`src/rtl/mem_write_encoder.sv`:
```
`default_nettype none
// ============================================================================
// mem_write_encoder: big-endian SW/SH/SB store path; sub-word stores are
// merged into the addressed word by read-modify-write.    Rev 1.0
// ============================================================================
module mem_write_encoder #(
  parameter int ADDR_WIDTH = 32
) (
  input  logic                  clk,
  input  logic                  rst,
  input  logic                  req_valid,
  output logic                  req_ready,
  input  logic [ADDR_WIDTH-1:0] req_addr,
  input  logic [31:0]           req_data,
  input  logic [1:0]            req_size,
  output logic                  done,
  output logic                  error,
  output logic [ADDR_WIDTH-1:0] mem_addr,
  output logic                  mem_rd_en,
  input  logic [31:0]           mem_rd_data,
  input  logic                  mem_rd_valid,
  output logic                  mem_wr_en,
  output logic [31:0]           mem_wr_data,
  input  logic                  mem_wr_ack
);

  typedef enum logic [2:0] {IDLE, READ, WAIT, WRITE, FIN} state_t;

  state_t                state_q, state_d;
  logic [ADDR_WIDTH-1:0] addr_q, addr_d;
  logic [15:0]           data_q, data_d;
  logic                  half_q, half_d;
  logic [1:0]            off_q, off_d;
  logic                  err_q, err_d;
  logic [31:0]           wr_data_q, wr_data_d;
  logic                  rd_en_q, rd_en_d;
  logic                  wr_en_q, wr_en_d;
  logic                  done_q, done_d;
  logic                  error_q, error_d;
  logic                  accept;
  logic [31:0]           merged;

  assign req_ready   = (state_q == IDLE) && !rst;
  assign accept      = req_valid && req_ready;
  assign mem_addr    = addr_q;
  assign mem_rd_en   = rd_en_q;
  assign mem_wr_en   = wr_en_q;
  assign mem_wr_data = wr_data_q;
  assign done        = done_q;
  assign error       = error_q;

  // Offset 0 is the most significant byte of the word.
  always_comb begin
    merged = mem_rd_data;
    if (half_q) begin
      if (off_q[1]) merged[15:0]  = data_q;
      else          merged[31:16] = data_q;
    end else begin
      case (off_q)
        2'd0:    merged[31:24] = data_q[7:0];
        2'd1:    merged[23:16] = data_q[7:0];
        2'd2:    merged[15:8]  = data_q[7:0];
        default: merged[7:0]   = data_q[7:0];
      endcase
    end
  end

  always_comb begin
    state_d   = state_q;
    addr_d    = addr_q;
    data_d    = data_q;
    half_d    = half_q;
    off_d     = off_q;
    err_d     = err_q;
    wr_data_d = wr_data_q;
    case (state_q)
      IDLE: begin
        if (accept) begin
          addr_d = {req_addr[ADDR_WIDTH-1:2], 2'b00};
          data_d = req_data[15:0];
          half_d = (req_size == 2'd1);
          off_d  = req_addr[1:0];
          err_d  = 1'b0;
          case (req_size)
            2'd0: begin
              wr_data_d = req_data;
              state_d   = WRITE;
            end
            2'd1: begin
              if (req_addr[0]) begin
                err_d   = 1'b1;
                state_d = FIN;
              end else begin
                state_d = READ;
              end
            end
            2'd2:    state_d = READ;
            default: begin
              err_d   = 1'b1;
              state_d = FIN;
            end
          endcase
        end
      end
      READ, WAIT: begin
        if (mem_rd_valid) begin
          wr_data_d = merged;
          state_d   = WRITE;
        end else begin
          state_d   = WAIT;
        end
      end
      WRITE: if (mem_wr_ack) state_d = FIN;
      FIN:     state_d = IDLE;
      default: state_d = IDLE;
    endcase
    rd_en_d = (state_d == READ);
    wr_en_d = (state_d == WRITE);
    done_d  = (state_d == FIN);
    error_d = (state_d == FIN) && err_d;
  end

  always_ff @(posedge clk) begin
    if (rst) begin
      state_q   <= IDLE;
      addr_q    <= '0;
      data_q    <= '0;
      half_q    <= 1'b0;
      off_q     <= 2'd0;
      err_q     <= 1'b0;
      wr_data_q <= '0;
      rd_en_q   <= 1'b0;
      wr_en_q   <= 1'b0;
      done_q    <= 1'b0;
      error_q   <= 1'b0;
    end else begin
      state_q   <= state_d;
      addr_q    <= addr_d;
      data_q    <= data_d;
      half_q    <= half_d;
      off_q     <= off_d;
      err_q     <= err_d;
      wr_data_q <= wr_data_d;
      rd_en_q   <= rd_en_d;
      wr_en_q   <= wr_en_d;
      done_q    <= done_d;
      error_q   <= error_d;
    end
  end

endmodule
`default_nettype wire

```
`config.mk`:
```
export PLATFORM = sky130hd
export DESIGN_NAME = mem_write_encoder
export DESIGN_NICKNAME = d
export VERILOG_FILES = /design/src/rtl/mem_write_encoder.sv
export SDC_FILE = /design/constraint.sdc
export NUM_CORES = 1
export LEC_CHECK = 0
export CORE_ASPECT_RATIO = 1.25
export CORE_MARGIN = 3
export CORE_UTILIZATION = 65
export CTS_BUF_LIST = sky130_fd_sc_hd__clkbuf_4
export DETAILED_ROUTE_END_ITERATION = 10
export DONT_BUFFER_PORTS = 1
export GPL_TIMING_DRIVEN = 0
export HOLD_SLACK_MARGIN = 0.1
export PLACE_DENSITY = 0.91
export SETUP_SLACK_MARGIN = 0.2
export SYNTH_ARGS = -nofsm -noshare
export SYNTH_HDL_FRONTEND = slang
export SYNTH_SLANG_ARGS = --single-unit
```
`constraint.sdc`:
```
create_clock -name clk -period 1.9 [get_ports clk]
set_clock_uncertainty 0.1 [all_clocks]
set_input_delay 0.285 -clock clk [delete_from_list [all_inputs] [get_ports clk]]
set_output_delay 0.285 -clock clk [all_outputs]
set_load 0.005 [all_outputs]
```
==> results of run 1 <==
[Yosys cell counts, drive strengths merged (2+ instances only)]
master	n
a21oi	68
a311oi	16
buf	24
clkbuf	19
dfxtp	89
inv	3
mux2i	8
nand2	163
nand2b	2
nand3	10
nor2	28
nor2b	2
nor3	3
o211ai	16
o21ai	11
o221ai	16
[cells by family after synthesis]
logic type,Yosys count,share of synthesized area (%)
AO/OA/AOI/OAI,133,22.4
buffers and inverters,47,5.94
XOR/XNOR,1,0.230
other,1,0.0984
flip-flops,89,46.7
multiplexers,8,2.10
AND/OR/NAND/NOR,213,22.5
[per-stage QoR]
stage	setup slack [ns]	instance area [um^2]	utilization (%)
floorplan	0.216	3810	-
CTS	0.0732	5320	95.7
global placement	-0.0352	3890	70.1
detailed placement	-0.0767	3890	70.1
[repair_timing]
item,CTS
pin swaps,26
gates cloned,3
gates resized for setup,50
hold buffers,99
setup endpoints to repair,79
hold endpoints to repair,84
setup buffers,11
==> results_tabular.tex, run 1 <==
\begin{tabular}{lr}
\hline
Metric & Value \\
\hline
\multicolumn{2}{l}{\textbf{Floorplanning}} \\
Starting Density & 68.6\% \\
Core Rows & 30 \\
Chip height & 91.6 um \\
IO Pins & 172 \\
Die width & 74.5 um \\
\multicolumn{2}{l}{\textbf{Placement}} \\
Post-detail-place hpwl & 8080 um \\
Number of placed instances with taps included & 557 \\
Global placement routability congestion & 0.917 \\
\# port buffers & 0 \\
\multicolumn{2}{l}{\textbf{Synthesis}} \\
Library cells used by synthesis & 34 \\
Post-synth EDFFs & 0 \\
Synthesized area & 3810 um\^{}2 \\
Synthesized instance count & 492 \\
Cell type with the highest aggregate area in the netlist & dfxtp\_1 \\
Yosys synthesis warning count & 0 \\
Predominant post-synthesis flop cell & dfxtp\_1 \\
Main area contributors after synthesis & dfxtp\_1 (47\%), nand2\_1 (16\%), a21oi\_1 (8.9\%) \\
Top-area cell type share of the netlist area & 46.7\% \\
Avg Cell Area, Syn & 7.75 um\^{}2 \\
Synth async-reset ratio & 0\% \\
Sequential share of the synthesized area & 46.7\% \\
Post-synthesis sequential element count & 89 \\
\multicolumn{2}{l}{\textbf{Clocking}} \\
Clock buffer count from CTS & 9 \\
H-Tree Level Count & 3 \\
Total clock sinks & 89 \\
Clock buffer depth & 2 \\
Clock tree root buffer cell & clkbuf\_4 \\
\multicolumn{2}{l}{\textbf{Outcome}} \\
Status & did not finish \\
First Err & [ERROR DPL-0038] Utilization greater than 100\%, impossible to legalize \\
Halt point of the flow & 5\_1\_grt \\
\multicolumn{2}{l}{\textbf{STA}} \\
Last reported worst endpoint of the global-route repair pass & mem\_wr\_data[7]\$\_SDFFE\_PP0P\_/D \\
Worst ep type & sequential cell input \\
\multicolumn{2}{l}{\textbf{Global routing}} \\
Pin count of the biggest net entering global routing & 14 \\
\hline
\end{tabular}
==> inputs of run 2 (changes only) <==
==> config.mk (replaced) <==
export PLATFORM = sky130hd
export DESIGN_NAME = mem_write_encoder
export DESIGN_NICKNAME = d
export VERILOG_FILES = /design/src/rtl/mem_write_encoder.sv
export SDC_FILE = /design/constraint.sdc
export NUM_CORES = 1
export LEC_CHECK = 0
export CORE_MARGIN = 3
export CORE_UTILIZATION = 40
export DETAILED_ROUTE_END_ITERATION = 10
export DONT_BUFFER_PORTS = 1
export GPL_TIMING_DRIVEN = 0
export PLACE_DENSITY_LB_ADDON = 0.15
export SYNTH_ARGS = -nofsm -noshare
export SYNTH_HDL_FRONTEND = slang
export SYNTH_SLANG_ARGS = --single-unit
==> results_tabular.tex, run 2 <==
\begin{tabular}{lr}
\hline
Metric & Value \\
\hline
\multicolumn{2}{l}{\textbf{Global routing}} \\
Leftover overflow at the end of global routing & 0 \\
Pin count of the biggest net entering global routing & 15 \\
Number of antenna violations at the first check in global routing & 0 \\
Global-route wire length before repair & 19400 um \\
Vias in the first global route & 3624 \\
Tot GR Track Use & 22.2\% \\
\multicolumn{2}{l}{\textbf{STA}} \\
Setup-failing EPs final & 0 \\
Final Critical Period & 1.87 ns \\
Max-slew headroom at the worst pin & 59.4\% \\
Worst Hold Slack & 0.0302 ns \\
Actual slew at the worst max-slew pin & 0.609 ns \\
Maximum clock frequency & 536 MHz \\
Setup repair after global routing missed its margin & true \\
Post-route fraction of the period consumed by the critical path & 98.2\% \\
Count of endpoints failing hold in the final timing report & 0 \\
Count of final max-slew check failures & 0 \\
\multicolumn{2}{l}{\textbf{Floorplanning}} \\
Std-Cell Core Area & 8980 um\^{}2 \\
Core Rows & 34 \\
Chip height & 104 um \\
IO Pins & 172 \\
Starting Density & 42.5\% \\
Die area & 10700 um\^{}2 \\
Die width & 104 um \\
\multicolumn{2}{l}{\textbf{Route}} \\
Per-cell via count in the routed design & 5.37 \\
Met1 WL & 5070 um \\
Via total after detailed routing & 3723 \\
Initial DRC count & 140 \\
Top sig layer & met4 \\
Met2 wire length & 5790 um \\
WL per Instance & 17.4 um \\
DRC Markers & 0 \\
Number of iterations in the first detailed-routing pass & 4 \\
Antenna violation net count after detailed routing & 0 \\
Metal3 WL & 1140 um \\
Routed WL & 12100 um \\
\multicolumn{2}{l}{\textbf{Setup path}} \\
Critical path endpoint category & flop \\
Data arrival time at the worst-slack endpoint & 2.05 ns \\
Largest fanout on the critical path & 7 \\
Required time of the critical path & 2.08 ns \\
Crit Path Category & flop to flop \\
Sort of element at the start of the critical path & flop \\
\multicolumn{2}{l}{\textbf{Synthesis}} \\
Post-synthesis sequential element count & 89 \\
Main area contributors after synthesis & dfxtp\_1 (47\%), nand2\_1 (16\%), a21oi\_1 (8.9\%) \\
Avg Cell Area, Syn & 7.75 um\^{}2 \\
Top-area cell type share of the netlist area & 46.7\% \\
Post-synth top cells & nand2\_1 (163), dfxtp\_1 (89), a21oi\_1 (68), nor2\_1 (28), clkbuf\_1 (19) \\
Cell type with the highest aggregate area in the netlist & dfxtp\_1 \\
Yosys synthesis warning count & 0 \\
Library cells used by synthesis & 34 \\
Synthesized instance count & 492 \\
Predominant post-synthesis flop cell & dfxtp\_1 \\
Post-synth EDFFs & 0 \\
Sequential share of the synthesized area & 46.7\% \\
Synth async-reset ratio & 0\% \\
Leading cell type by number of instances after synthesis & nand2\_1 \\
Synthesized area & 3810 um\^{}2 \\
\multicolumn{2}{l}{\textbf{Layout}} \\
Area of all placed cells without fillers & 4930 um\^{}2 \\
Fraction of final layout cells sized beyond drive strength 1 & 10.2\% \\
Antenna Diode Count & 0 \\
Flip-flop count of the largest register, all copies and words added & 32 \\
Layout-stage area growth over the synthesis result & 29.4\% \\
Fill cell total of the finished layout & 852 \\
Number of nets in the finished design & 665 \\
Commonest non-fill, non-tap cell in the layout & nand2\_1 \\
Finished Core Util & 54.9\% \\
Leading cell types in the layout, fill and taps excluded & nand2\_1 (162), dfxtp\_1 (86), a21oi\_1 (67), dlygate4sd3\_1 (56), nor2\_1 (27) \\
\multicolumn{2}{l}{\textbf{Clocking}} \\
Clock latency on the worst-skew pair & 0.35 ns \\
H-Tree Level Count & 3 \\
Clock buffer count from CTS & 9 \\
TritonCTS clock tree & done \\
Clock tree root buffer cell & clkbuf\_8 \\
Total clock sinks & 89 \\
Clock buffer depth & 2 \\
Clock-pin slew on the worst setup and hold paths & 0.09 ns \\
\multicolumn{2}{l}{\textbf{Placement}} \\
\# port buffers & 0 \\
Global placement routability congestion & 0.794 \\
DP Area & 3970 um\^{}2 \\
Post-detail-place hpwl & 8800 um \\
\multicolumn{2}{l}{\textbf{Min path}} \\
Hold Path Class & input pin to flop \\
\multicolumn{2}{l}{\textbf{Power}} \\
Share of total power in the clock network & 34.6\% \\
Switching component of the power & 1.40 mW \\
Proportion of power drawn by flip-flops and latches & 44.7\% \\
Switching part of the total & 28.8\% \\
Leakage power & 1.81 nW \\
Peak supply drop & 390 uV \\
Power density over the cells & 988 nW/um\^{}2 \\
Combinational cell fraction of total power & 20.7\% \\
Internal & 3.47 mW \\
\multicolumn{2}{l}{\textbf{Outcome}} \\
Status & completed \\
\multicolumn{2}{l}{\textbf{Job}} \\
Maximum capacitance violations & 0 \\
\hline
\end{tabular}
run 2: kinds of logic after synthesis:
kind of cell,Yosys count,synth area share (%)
AO/OA/AOI/OAI,133,22.4
XOR/XNOR,1,0.230
buffers and inverters,47,5.94
flip-flops,89,46.7
multiplexers,8,2.10
other,1,0.0984
AND/OR/NAND/NOR,213,22.5
run 2: stage by stage:
step                instances  power (mW)  setup TNS, ns  worst slack [ns]
detailed placement        619        3.05          -2.84            -0.120
CTS                       691        4.83              0           0.00591
floorplan                 493        2.81              0             0.216
global placement          619        3.03          -2.57            -0.104
global route              693        5.13         -0.509           -0.0450
finish                    693        4.87              0            0.0336
run 2: routing by layer:
metal  vias to the layer above  GRT usage [%]
li1                       1841              -
met5                         -              0
met4                         0           4.65
met3                         6           8.15
met2                       161           37.6
met1                      1715           27.1
run 2: layout make-up:
type | count | area [um^2] | share of cell area, %
Tap cell | 126 | 158 | 3.20
Multi-Input combinational cell | 357 | 1840 | 37.3
Inverter | 4 | 15.0 | 0.305
Clock inverter | 5 | 128 | 2.59
Timing Repair Buffer | 61 | 616 | 12.5
Buffer | 40 | 256 | 5.20
Sequential cell | 89 | 1790 | 36.3
Clock buffer | 11 | 131 | 2.66
run 2: path summary, 6_finish.rpt:
check / cells after the start / to / slack, ns / from
max: 7 / mem_wr_data[3]$_SDFFE_PP0P_ / 0.03 / state_q[2]$_SDFF_PP0_
min: 2 / half_q$_SDFFE_PP0P_ / 0.03 / req_size[0]
max reg2reg: 7 / mem_wr_data[3]$_SDFFE_PP0P_ / 0.03 / state_q[2]$_SDFF_PP0_
min reg2reg: 2 / data_q[15]$_SDFFE_PP0P_ / 0.36 / data_q[15]$_SDFFE_PP0P_
run 2: critical path: stages, from the launching register on:
cell and delay (ns):
dfxtp_4 0.38, nor4_4 0.44, nand3_2 0.20, o21ai_4 0.15, buf_8 0.18, clkbuf_16 0.14
o211ai_1 0.08, a21oi_1 0.12
run 2: power groups by stage:
| stage | Combinational, mW | Clock, mW | Sequential (mW) |
|---|---|---|---|
| after global placement | 0.813 | 0 | 2.22 |
| after detailed placement | 0.827 | 0 | 2.22 |
| after global routing | 1.12 | 1.81 | 2.20 |
| after CTS | 0.936 | 1.72 | 2.18 |
| after floorplan | 0.631 | 0 | 2.18 |
| final | 1.01 | 1.69 | 2.18 |
run 2: what timing repair did:
| item | 4_1_cts | 5_1_grt |
|---|---|---|
| cloned | 0 | 2 |
| endpoints found under the setup margin | 41 | 72 |
| pin swaps | 2 | 24 |
| hold endpoints to repair | 64 | 0 |
| hold buffers | 56 | 0 |
| buffers inserted | 0 | 3 |
| resized for setup | 7 | 37 |
Power figures use the tool's default switching activity.
==> inputs of run 3 (changes only) <==
--- a/config.mk
+++ b/config.mk
@@ -7,10 +7,12 @@
 export LEC_CHECK = 0
 export CORE_MARGIN = 3
 export CORE_UTILIZATION = 40
+export CTS_CLUSTER_SIZE = 40
 export DETAILED_ROUTE_END_ITERATION = 10
 export DONT_BUFFER_PORTS = 1
 export GPL_TIMING_DRIVEN = 0
 export PLACE_DENSITY_LB_ADDON = 0.15
+export SETUP_SLACK_MARGIN = 0.4
 export SYNTH_ARGS = -nofsm -noshare
 export SYNTH_HDL_FRONTEND = slang
 export SYNTH_SLANG_ARGS = --single-unit
==> results_tabular.tex, run 3 (synthesis gave the netlist of run 2 again) <==
\begin{tabular}{lr}
\hline
Metric & Value \\
\hline
\multicolumn{2}{l}{\textbf{Outcome}} \\
Status & completed \\
\multicolumn{2}{l}{\textbf{Clocking}} \\
Clock tree root buffer cell & clkbuf\_8 \\
Clock-pin slew on the worst setup and hold paths & 0.09 ns \\
Total clock sinks & 89 \\
H-Tree Level Count & 3 \\
TritonCTS clock tree & done \\
Clock buffer depth & 2 \\
Clock latency on the worst-skew pair & 0.36 ns \\
Clock buffer count from CTS & 9 \\
\multicolumn{2}{l}{\textbf{Route}} \\
Initial DRC count & 174 \\
Number of iterations in the first detailed-routing pass & 4 \\
Metal3 WL & 1100 um \\
DRC Markers & 0 \\
Met2 wire length & 6050 um \\
WL per Instance & 18.1 um \\
Routed WL & 12800 um \\
Top sig layer & met4 \\
Met1 WL & 5420 um \\
Per-cell via count in the routed design & 5.41 \\
Via total after detailed routing & 3802 \\
Antenna violation net count after detailed routing & 0 \\
\multicolumn{2}{l}{\textbf{Floorplanning}} \\
Starting Density & 42.5\% \\
Std-Cell Core Area & 8980 um\^{}2 \\
Core Rows & 34 \\
Die area & 10700 um\^{}2 \\
IO Pins & 172 \\
Chip height & 104 um \\
Die width & 104 um \\
\multicolumn{2}{l}{\textbf{Min path}} \\
Min-Delay Endpoint & mem\_wr\_data[8]\$\_SDFFE\_PP0P\_ \\
Hold Path Class & input pin to flop \\
Startpoint of the most critical hold path & req\_data[8] \\
Min-Delay Path Depth & 2 \\
\multicolumn{2}{l}{\textbf{Global routing}} \\
Number of antenna violations at the first check in global routing & 0 \\
Leftover overflow at the end of global routing & 0 \\
Tot GR Track Use & 22.8\% \\
Vias in the first global route & 3672 \\
Pin count of the biggest net entering global routing & 15 \\
Global-route wire length before repair & 19800 um \\
\multicolumn{2}{l}{\textbf{Layout}} \\
Fraction of final layout cells sized beyond drive strength 1 & 14.2\% \\
Number of nets in the finished design & 675 \\
Fill cell total of the finished layout & 814 \\
Antenna Diode Count & 0 \\
Flip-flop count of the largest register, all copies and words added & 32 \\
Area taken by multi-input logic gates & 1910 um\^{}2 \\
Final cell count without fillers & 703 \\
Layout-stage area growth over the synthesis result & 33.1\% \\
Commonest non-fill, non-tap cell in the layout & nand2\_1 \\
Leading cell types in the layout, fill and taps excluded & nand2\_1 (162), dfxtp\_1 (86), a21oi\_1 (66), dlygate4sd3\_1 (57), nor2\_1 (25) \\
Register area & 1790 um\^{}2 \\
\multicolumn{2}{l}{\textbf{STA}} \\
Setup-failing EPs final & 0 \\
Actual slew at the worst max-slew pin & 0.623 ns \\
Worst Hold Slack & 0.00907 ns \\
Maximum clock frequency & 543 MHz \\
Final setup slack of the worst path & 0.0598 ns \\
Count of final max-slew check failures & 0 \\
Post-route fraction of the period consumed by the critical path & 96.9\% \\
Count of endpoints failing hold in the final timing report & 0 \\
Final Critical Period & 1.84 ns \\
Max-slew headroom at the worst pin & 58.5\% \\
Setup repair after global routing missed its margin & true \\
Final setup TNS & 0 ns \\
\multicolumn{2}{l}{\textbf{Setup path}} \\
Largest fanout on the critical path & 5 \\
Top cell family by delay on the critical path & simple AND/OR/NAND/NOR gates \\
CP max stage delay & 0.40 ns \\
Library cell contributing the largest single delay on the critical path & nor4\_4 \\
Crit Path Category & flop to flop \\
Required time of the critical path & 2.07 ns \\
End of the worst register-to-register path & mem\_wr\_data[12]\$\_SDFFE\_PP0P\_ \\
Critical path endpoint category & flop \\
Critical-path cell list & nor4\_4 > nand3\_2 > o21ai\_4 > buf\_6 > buf\_12 > nor2\_4 > a311oi\_2 \\
Worst flop-to-flop path startpoint & state\_q[0]\$\_SDFF\_PP0\_ \\
Path depth of the worst reg2reg path & 7 \\
Sort of element at the start of the critical path & flop \\
Data arrival time at the worst-slack endpoint & 2.01 ns \\
Worst setup slack for register-to-register paths & 0.06 ns \\
Crit path buffers/inverters & 2 \\
\multicolumn{2}{l}{\textbf{Power}} \\
Peak supply drop & 351 uV \\
Leakage power & 1.86 nW \\
Power density over the cells & 886 nW/um\^{}2 \\
\multicolumn{2}{l}{\textbf{Placement}} \\
Global placement routability congestion & 0.811 \\
Dpl ws & -0.113 ns \\
Number of placed instances with taps included & 619 \\
\# port buffers & 0 \\
Post-detail-place hpwl & 9040 um \\
\multicolumn{2}{l}{\textbf{Job}} \\
Maximum capacitance violations & 0 \\
\hline
\end{tabular}
## run 3: changes by cell type in the layout (fill, tap and decap cells not counted), moves of 5 or more
cell and delta:
buf_4 +7, buf_6 +6, a311oi_1 -5, a311oi_2 +5, o21ai_0 -5, o21ai_1 +5
## run 3: report_power, final
group          internal, mW  switching [mW]
Sequential             2.04           0.151
Combinational         0.509           0.625
Clock                 0.472           0.699
## run 3: worst max-delay path by stage
stage                          start  cells past startpoint  slack [ns]                            to
2_1_floorplan                    rst                      7        0.26          mem_rd_en$_SDFF_PP0_
3_3_place_gp                     rst                      7       -0.07           half_q$_SDFFE_PP0P_
3_5_place_dp                     rst                      7       -0.11       data_q[10]$_SDFFE_PP0P_
4_1_cts        state_q[0]$_SDFF_PP0_                      7        0.09   mem_wr_data[7]$_SDFFE_PP0P_
5_1_grt        state_q[0]$_SDFF_PP0_                      7       -0.03  mem_wr_data[14]$_SDFFE_PP0P_
6_report       state_q[0]$_SDFF_PP0_                      7        0.06  mem_wr_data[12]$_SDFFE_PP0P_
## run 3: per-layer routing
metal / GRT usage, % / vias to the layer above
met5: 0 / -
met3: 7.09 / 16
met1: 28.7 / 1773
met4: 6.46 / 0
li1: - / 1848
met2: 37.9 / 165
## run 3: what timing repair did
item | in CTS | in global routing
cloned | 0 | 1
setup endpoints to repair | 90 | 90
gates resized for setup | 44 | 22
pin swaps | 0 | 4
buffers inserted | 7 | 3
hold endpoints to repair | 63 | 0
hold buffers | 57 | 0
## run 3: final cells by class
class | count | share of cell area (%)
timing repair buffer | 68 | 13.5
sequential | 89 | 35.3
tap | 126 | 3.11
buffer | 43 | 6.78
clock buffer | 11 | 2.59
clock inverter | 5 | 0.641
multi-input combinational | 357 | 37.7
inverter | 4 | 0.321
## run 3: through the flow
| stage | total power, mW | cell area, um^2 | utilization (%) |
|---|---|---|---|
| 2_1_floorplan | 2.83 | 3860 | - |
| 3_3_place_gp | 3.05 | 4020 | 44.8 |
| 3_5_place_dp | 3.07 | 4020 | 44.8 |
| 4_1_cts | 4.41 | 4930 | 54.9 |
| 5_1_grt | 4.73 | 5070 | 56.5 |
| 6_report | 4.49 | 5070 | 56.5 |
